`config.mk`:
```
export PLATFORM = sky130hd
export DESIGN_NAME = video_bus_timing
export DESIGN_NICKNAME = d
export VERILOG_FILES = /design/src/rtl/video_bus_timing_pkg.sv /design/src/rtl/video_bus_timing_sync_decode.sv /design/src/rtl/video_bus_timing.sv
export SDC_FILE = /design/constraint.sdc
export NUM_CORES = 1
export LEC_CHECK = 0
export ABC_AREA = 0
export BUFFER_PORTS_ARGS = -buffer_cell sky130_fd_sc_hd__buf_2
export CAP_MARGIN = 20
export CORE_ASPECT_RATIO = 1.5
export CORE_UTILIZATION = 50
export CTS_CLUSTER_DIAMETER = 30
export DETAILED_ROUTE_END_ITERATION = 8
export PLACE_DENSITY = 0.8
export SLEW_MARGIN = 25
export SYNTH_ARGS = -nofsm -noshare
export SYNTH_HDL_FRONTEND = slang
export SYNTH_HIERARCHICAL = 1
export SYNTH_SLANG_ARGS = --single-unit
```
`constraint.sdc`:
```
create_clock -name clk -period 7.1 [get_ports clk]
set_clock_uncertainty 0.1 [all_clocks]
set_input_delay 0.355 -clock clk [delete_from_list [all_inputs] [get_ports clk]]
set_output_delay 0.355 -clock clk [all_outputs]
set_load 0.02 [all_outputs]
```
`src/rtl/video_bus_timing_pkg.sv`:
```
// Shared types and constants for the video bus timing generator.
// Holds the bus field layout and the default 800x600 timing constants,
// plus the registered field bundle type.
package video_bus_timing_pkg;

    localparam int BUS_CNT_W      = 11;
    localparam int BUS_RGB_W      = 12;
    localparam int BUS_PCLK_BIT   = 0;
    localparam int BUS_RGB_LSB    = 1;
    localparam int BUS_VBLNK_BIT  = BUS_RGB_LSB + BUS_RGB_W;
    localparam int BUS_HBLNK_BIT  = BUS_VBLNK_BIT + 1;
    localparam int BUS_VSYNC_BIT  = BUS_HBLNK_BIT + 1;
    localparam int BUS_HSYNC_BIT  = BUS_VSYNC_BIT + 1;
    localparam int BUS_VCOUNT_LSB = BUS_HSYNC_BIT + 1;
    localparam int BUS_HCOUNT_LSB = BUS_VCOUNT_LSB + BUS_CNT_W;
    localparam int BUS_W          = BUS_HCOUNT_LSB + BUS_CNT_W - 1;

    localparam int          VT_H_ACTIVE  = 800;
    localparam int          VT_H_FP      = 40;
    localparam int          VT_H_SYNC    = 128;
    localparam int          VT_H_BP      = 88;
    localparam int          VT_V_ACTIVE  = 600;
    localparam int          VT_V_FP      = 1;
    localparam int          VT_V_SYNC    = 4;
    localparam int          VT_V_BP      = 23;
    localparam logic        VT_HSYNC_POL = 1'b1;
    localparam logic        VT_VSYNC_POL = 1'b1;
    localparam logic [11:0] VT_BG_RGB    = 12'h000;

    // Every registered bus field, updated together so none can drift.
    typedef struct packed {
        logic [BUS_CNT_W-1:0] hcount;
        logic [BUS_CNT_W-1:0] vcount;
        logic                 hsync;
        logic                 vsync;
        logic                 hblnk;
        logic                 vblnk;
        logic [BUS_RGB_W-1:0] rgb;
    } bus_fields_t;

    // Drive the sync pin to its active level inside the pulse window.
    function automatic logic sync_level(input logic in_pulse, input logic pol);
        return in_pulse ? pol : ~pol;
    endfunction

    // Field values held while reset is asserted: syncs idle, no blanking.
    function automatic bus_fields_t fields_reset(input logic hpol, input logic vpol);
        bus_fields_t f;
        f        = '0;
        f.hsync  = ~hpol;
        f.vsync  = ~vpol;
        return f;
    endfunction

endpackage

```
`src/rtl/video_bus_timing_sync_decode.sv`:
```
// Combinational blank/sync decode for one video axis.
// Ports:
//   i_cnt   : counter value for this axis
//   o_blnk  : high when i_cnt is outside the active region
//   o_sync  : POL inside [ACTIVE+FP, ACTIVE+FP+SYNC), ~POL elsewhere
module video_bus_timing_sync_decode
    import video_bus_timing_pkg::*;
#(
    parameter int   CNT_WIDTH = 11,
    parameter int   ACTIVE    = 800,
    parameter int   FP        = 40,
    parameter int   SYNC      = 128,
    parameter logic POL       = 1'b1
) (
    input  logic [CNT_WIDTH-1:0] i_cnt,
    output logic                 o_blnk,
    output logic                 o_sync
);

    // One extra bit so the sync end bound cannot wrap when the back porch
    // is zero and the total equals 2**CNT_WIDTH.
    localparam logic [CNT_WIDTH:0] ACTIVE_END = (CNT_WIDTH+1)'(ACTIVE);
    localparam logic [CNT_WIDTH:0] SYNC_START = (CNT_WIDTH+1)'(ACTIVE + FP);
    localparam logic [CNT_WIDTH:0] SYNC_END   = (CNT_WIDTH+1)'(ACTIVE + FP + SYNC);

    logic [CNT_WIDTH:0] w_cnt;
    logic               w_in_pulse;

    assign w_cnt      = {1'b0, i_cnt};
    assign o_blnk     = (w_cnt >= ACTIVE_END);
    assign w_in_pulse = (w_cnt >= SYNC_START) && (w_cnt < SYNC_END);
    assign o_sync     = sync_level(w_in_pulse, POL);

endmodule

```
`src/rtl/video_bus_timing.sv`:
```
// Source end of the video bus: pixel counters, sync/blank decode and the
// background colour, packed onto video_bus_out for the downstream stages.
// Ports:
//   clk           : pixel clock, also forwarded unregistered on the pclk bit
//   rst_n         : asynchronous active-low reset
//   en            : count enable; low freezes counters and all outputs
//   video_bus_out : packed bus (hcount, vcount, syncs, blanks, rgb, pclk)
//   frame_start   : high while the bus presents pixel (0,0)
//   line_start    : high while the bus presents hcount = 0
// All registered fields come from the same counter value one cycle late,
// so they stay mutually aligned.
module video_bus_timing
    import video_bus_timing_pkg::*;
#(
    parameter int          H_ACTIVE  = VT_H_ACTIVE,
    parameter int          H_FP      = VT_H_FP,
    parameter int          H_SYNC    = VT_H_SYNC,
    parameter int          H_BP      = VT_H_BP,
    parameter int          V_ACTIVE  = VT_V_ACTIVE,
    parameter int          V_FP      = VT_V_FP,
    parameter int          V_SYNC    = VT_V_SYNC,
    parameter int          V_BP      = VT_V_BP,
    parameter logic        HSYNC_POL = VT_HSYNC_POL,
    parameter logic        VSYNC_POL = VT_VSYNC_POL,
    parameter logic [11:0] BG_RGB    = VT_BG_RGB,
    parameter int          CNT_WIDTH = BUS_CNT_W
) (
    input  logic             clk,
    input  logic             rst_n,
    input  logic             en,
    output logic [BUS_W:0]   video_bus_out,
    output logic             frame_start,
    output logic             line_start
);

    localparam int H_TOTAL = H_ACTIVE + H_FP + H_SYNC + H_BP;
    localparam int V_TOTAL = V_ACTIVE + V_FP + V_SYNC + V_BP;

    localparam logic [CNT_WIDTH-1:0] H_LAST = CNT_WIDTH'(H_TOTAL - 1);
    localparam logic [CNT_WIDTH-1:0] V_LAST = CNT_WIDTH'(V_TOTAL - 1);

    // Elaboration-time guards on the parameter set.
    if (H_TOTAL > 2**CNT_WIDTH) begin : g_h_total_check
        $error("video_bus_timing: H_TOTAL does not fit in CNT_WIDTH bits");
    end
    if (V_TOTAL > 2**CNT_WIDTH) begin : g_v_total_check
        $error("video_bus_timing: V_TOTAL does not fit in CNT_WIDTH bits");
    end
    if (CNT_WIDTH != BUS_CNT_W) begin : g_cnt_width_check
        $error("video_bus_timing: CNT_WIDTH must match the bus count field width");
    end

    logic [CNT_WIDTH-1:0] r_h_cnt;
    logic [CNT_WIDTH-1:0] r_v_cnt;
    logic [CNT_WIDTH-1:0] w_h_cnt_next;
    logic [CNT_WIDTH-1:0] w_v_cnt_next;
    logic                 w_h_last;
    logic                 w_v_last;

    logic                 w_hblnk;
    logic                 w_hsync;
    logic                 w_vblnk;
    logic                 w_vsync;

    bus_fields_t          r_fields;
    logic                 r_frame_start;
    logic                 r_line_start;

    // Next-state for the raster counters: the vertical counter only moves on
    // the cycle the horizontal counter wraps.
    always_comb begin
        w_h_last     = (r_h_cnt == H_LAST);
        w_v_last     = (r_v_cnt == V_LAST);
        w_h_cnt_next = w_h_last ? '0 : r_h_cnt + 1'b1;
        w_v_cnt_next = r_v_cnt;
        if (w_h_last) begin
            w_v_cnt_next = w_v_last ? '0 : r_v_cnt + 1'b1;
        end
    end

    video_bus_timing_sync_decode #(
        .CNT_WIDTH (CNT_WIDTH),
        .ACTIVE    (H_ACTIVE),
        .FP        (H_FP),
        .SYNC      (H_SYNC),
        .POL       (HSYNC_POL)
    ) u_h_decode (
        .i_cnt  (r_h_cnt),
        .o_blnk (w_hblnk),
        .o_sync (w_hsync)
    );

    video_bus_timing_sync_decode #(
        .CNT_WIDTH (CNT_WIDTH),
        .ACTIVE    (V_ACTIVE),
        .FP        (V_FP),
        .SYNC      (V_SYNC),
        .POL       (VSYNC_POL)
    ) u_v_decode (
        .i_cnt  (r_v_cnt),
        .o_blnk (w_vblnk),
        .o_sync (w_vsync)
    );

    // Counters and every output field share one enable so a stalled pipeline
    // sees a perfectly frozen bus, pulses included.
    always_ff @(posedge clk or negedge rst_n) begin
        if (!rst_n) begin
            r_h_cnt       <= '0;
            r_v_cnt       <= '0;
            r_fields      <= fields_reset(HSYNC_POL, VSYNC_POL);
            r_frame_start <= 1'b0;
            r_line_start  <= 1'b0;
        end else if (en) begin
            r_h_cnt         <= w_h_cnt_next;
            r_v_cnt         <= w_v_cnt_next;
            r_fields.hcount <= r_h_cnt;
            r_fields.vcount <= r_v_cnt;
            r_fields.hsync  <= w_hsync;
            r_fields.vsync  <= w_vsync;
            r_fields.hblnk  <= w_hblnk;
            r_fields.vblnk  <= w_vblnk;
            r_fields.rgb    <= (w_hblnk || w_vblnk) ? 12'h000 : BG_RGB;
            r_frame_start   <= (r_h_cnt == '0) && (r_v_cnt == '0);
            r_line_start    <= (r_h_cnt == '0);
        end
    end

    // Bus packing; pclk is the raw clock so downstream stages share it.
    always_comb begin
        video_bus_out                                 = '0;
        video_bus_out[BUS_HCOUNT_LSB +: BUS_CNT_W]    = r_fields.hcount;
        video_bus_out[BUS_VCOUNT_LSB +: BUS_CNT_W]    = r_fields.vcount;
        video_bus_out[BUS_HSYNC_BIT]                  = r_fields.hsync;
        video_bus_out[BUS_VSYNC_BIT]                  = r_fields.vsync;
        video_bus_out[BUS_HBLNK_BIT]                  = r_fields.hblnk;
        video_bus_out[BUS_VBLNK_BIT]                  = r_fields.vblnk;
        video_bus_out[BUS_RGB_LSB +: BUS_RGB_W]       = r_fields.rgb;
        video_bus_out[BUS_PCLK_BIT]                   = clk;
    end

    assign frame_start = r_frame_start;
    assign line_start  = r_line_start;

endmodule

```
==> impl_metrics.csv <==
group,metric,value,unit
yosys,synth_ff_type,"dfrtp_1",
setup_path,cp_common_cell,"clkbuf_8",
global_route,track_usage,0.206,
cells_and_area,multi_input_area,1070,um2
floorplan,fp.dieH,88.5,um
clock_tree,clk_pin_slew,80,ps
yosys,yosys-top-cells-area,"dfrtp_1 (50%), mux2_2 (11%), buf_4 (4.2%), nand3_1 (2.4%), inv_1 (2.3%)",
routing,firstDrtPassIters,5,
floorplan,die_x,59.6,um
yosys,async_flop_share,1.00,
cells_and_area,syn_to_final_growth,10.7,%
routing,vias,1794,
setup_path,cp_max_fo,2,
clock_tree,clkLatencyLatePin,410,ps
setup_path,crit_required,6640,ps
min_path,hold_path.class,"in2async",
place,gp_congestion,0.795,
setup_path,crit_type,"clk2out",
cells_and_area,antenna_cells,0,
cells_and_area,fillers,424,
yosys,yosysUniqueCellTypes,42,
global_route,grt_pass1_wl,7870,um
floorplan,coreArea,4810,um2
routing,drt_wl_total,4660,um
timing,slew_headroom,0.412,
timing,slew_violations,0,
timing,tightest_slew,874,ps
cells_and_area,drive_gt1_frac,0.296,
floorplan,ios,44,
routing,remaining_drc_errors,0,
global_route,antenna_found_initial,0,
yosys,synth-seq-cells,50,
yosys,synth_area_leader_cell,"dfrtp_1",
setup_path,cp-start-kind,"clock port",
routing,drt_iter0_drc,96,
setup_path,path_cells,"clkbuf_8, clkbuf_8, buf_2",
clock_tree,post-cts-setup-buffers,0,
timing,hold_viol_final,0,
setup_path,slowest_delay,150,ps
clock_tree,cts_resized,0,
power,p_per_area,249,nW/um2
cells_and_area,final_core_utilization,0.574,
global_route,grt_max_degree,51,
power,vdd.ir_drop.worst,174,uV
routing,viasPerCell,5.50,
run,cap_violations,0,
timing,setup_viol,0,
setup_path,end_kind,"output port",
setup_path,slowest_stage,"buf_2",
yosys,synth_top_area_share,0.502,
timing,holdWs,404,ps
place,port_buffers,31,
floorplan,die-area,5280,um2
yosys,synth_area,2490,um2
place,dp_hpwl,3180,um
setup_path,arrival,3920,ps
cells_and_area,seqCellArea,1250,um2
timing,rsz0062_at_grt,"false",
floorplan,placementRows,31,
timing,setup_tns,0,ps
yosys,synthCells,229,
power,cellLeakagePower,1.22,nW
setup_path,crit_family,"buffers and inverters",
outcome,status,"completed",
yosys,ys_warn_count,6,
floorplan,start_util,0.518,
yosys,synth_enable_flop_cells,0,
global_route,grt_pass1_vias,1692,
yosys,seq_area_frac_synth,0.502,
routing,antenna_left,0,
cells_and_area,num-nets-final,266,
yosys,avgSynthCellArea,10.9,um2
global_route,grt-ovfl-total,0,
setup_path,crit_buf_inv,3,
clock_tree,cts_tree,"yes",
routing,routedWlPerCell,14.3,um
metal layers:
layer	vias up	wire length, um	global-route usage
li1	849	-	-
met1	881	1910	0.233
met2	49	2440	0.339
met3	15	143	0.0497
met4	0	166	0.137
met5	-	0	0
path summary, 6_finish.rpt:
path | from | end | slack (ps) | cells past startpoint
max | clk | video_bus_out[0] | 2730 | 3
min | rst_n | video_bus_out[26]$_DFFE_PN0P_ | 400 | 2
max reg2reg | r_h_cnt[8]$_DFFE_PN0P_ | r_h_cnt[5]$_DFFE_PN0P_ | 4660 | 4
min reg2reg | video_bus_out[19]$_DFFE_PN0P_ | video_bus_out[19]$_DFFE_PN0P_ | 400 | 1
max in group asynchronous | rst_n | video_bus_out[32]$_DFFE_PN0P_ | 6070 | 2
min in group clk | video_bus_out[19]$_DFFE_PN0P_ | video_bus_out[19]$_DFFE_PN0P_ | 400 | 1
worst reg2reg max path: cells and delay by family (launching register included):
family / cells / cell delay [ps]
and+or+nand+nor: 2 / 1330
DFF: 1 / 470
AOI/OAI and AO/OA: 2 / 440
power breakdown:
group	internal (mW)	leakage [nW]	total [mW]	switching (mW)
Clock	0.118	0.0737	0.223	0.105
Sequential	0.314	0.589	0.351	0.0365
Combinational	0.0462	0.561	0.112	0.0661
sequential cells by signal, indices dropped and copies added, names as in the netlist:
signal         flops
frame_start        1
line_start         1
r_h_cnt           11
r_v_cnt           11
video_bus_out     26
what timing repair did:
action | CTS | global route
endpoints found under the setup margin | 0 | 0
hold buffers | 1 | 0
hold endpoints to repair | 50 | 0
placed cells by master (no fill, tap or decap), types with 6 or more instances in the layout:
cell type / n
nand4_1: 8
clkbuf_8: 9
nand2_1: 13
buf_2: 30
a21oi_1: 9
conb_1: 12
mux2_2: 25
o21ai_0: 9
xnor2_1: 6
nor2_1: 9
o22ai_1: 7
inv_1: 15
nand3_1: 12
dfrtp_1: 50
logic make-up (layout without fill, tap and decap cells):
kind of cell | Yosys count | count (layout) | share of synthesized area
AOI/OAI and AO/OA | 32 | 32 | 0.0778
and+or+nand+nor | 69 | 69 | 0.164
adders and majority gates | 4 | 4 | 0.0201
buffers and inverters | 38 | 58 | 0.0858
DFF | 50 | 50 | 0.502
other | 1 | 12 | 0.00150
muxes | 27 | 27 | 0.121
xor gates and xnor gates | 8 | 8 | 0.0281
synthesized netlist by cell type, types with 2 or more instances:
| cell type | n |
|---|---|
| a21o_1 | 2 |
| a21oi_1 | 9 |
| and4_2 | 2 |
| buf_4 | 14 |
| clkbuf_1 | 6 |
| dfrtp_1 | 50 |
| ha_1 | 4 |
| inv_1 | 15 |
| mux2_2 | 25 |
| mux2i_1 | 2 |
| nand2_1 | 13 |
| nand2b_1 | 4 |
| nand3_1 | 12 |
| nand4_1 | 8 |
| nor2_1 | 9 |
| nor3_1 | 2 |
| nor4_1 | 5 |
| o21ai_0 | 9 |
| o22ai_1 | 7 |
| or4_4 | 3 |
| xnor2_1 | 6 |
| xor2_1 | 2 |
through the flow:
stage	total power [mW]	instances	instance area [um2]	setup WS [ps]
2_1_floorplan	0.453	240	2530	2960
3_3_place_gp	0.478	314	2610	2960
4_1_cts	0.695	326	2760	2720
3_5_place_dp	0.482	314	2620	2960
6_report	0.686	326	2760	2730
5_1_grt	0.719	326	2760	2720
area by class of cell:
class                      instances  area share
sequential                        50       0.454
tap                               66      0.0299
multi-input combinational        152       0.387
timing repair buffer              31      0.0590
inverter                          15      0.0204
clock inverter                     1     0.00181
clock buffer                      11      0.0481
Note: power is estimated with default switching activity, not from simulation.
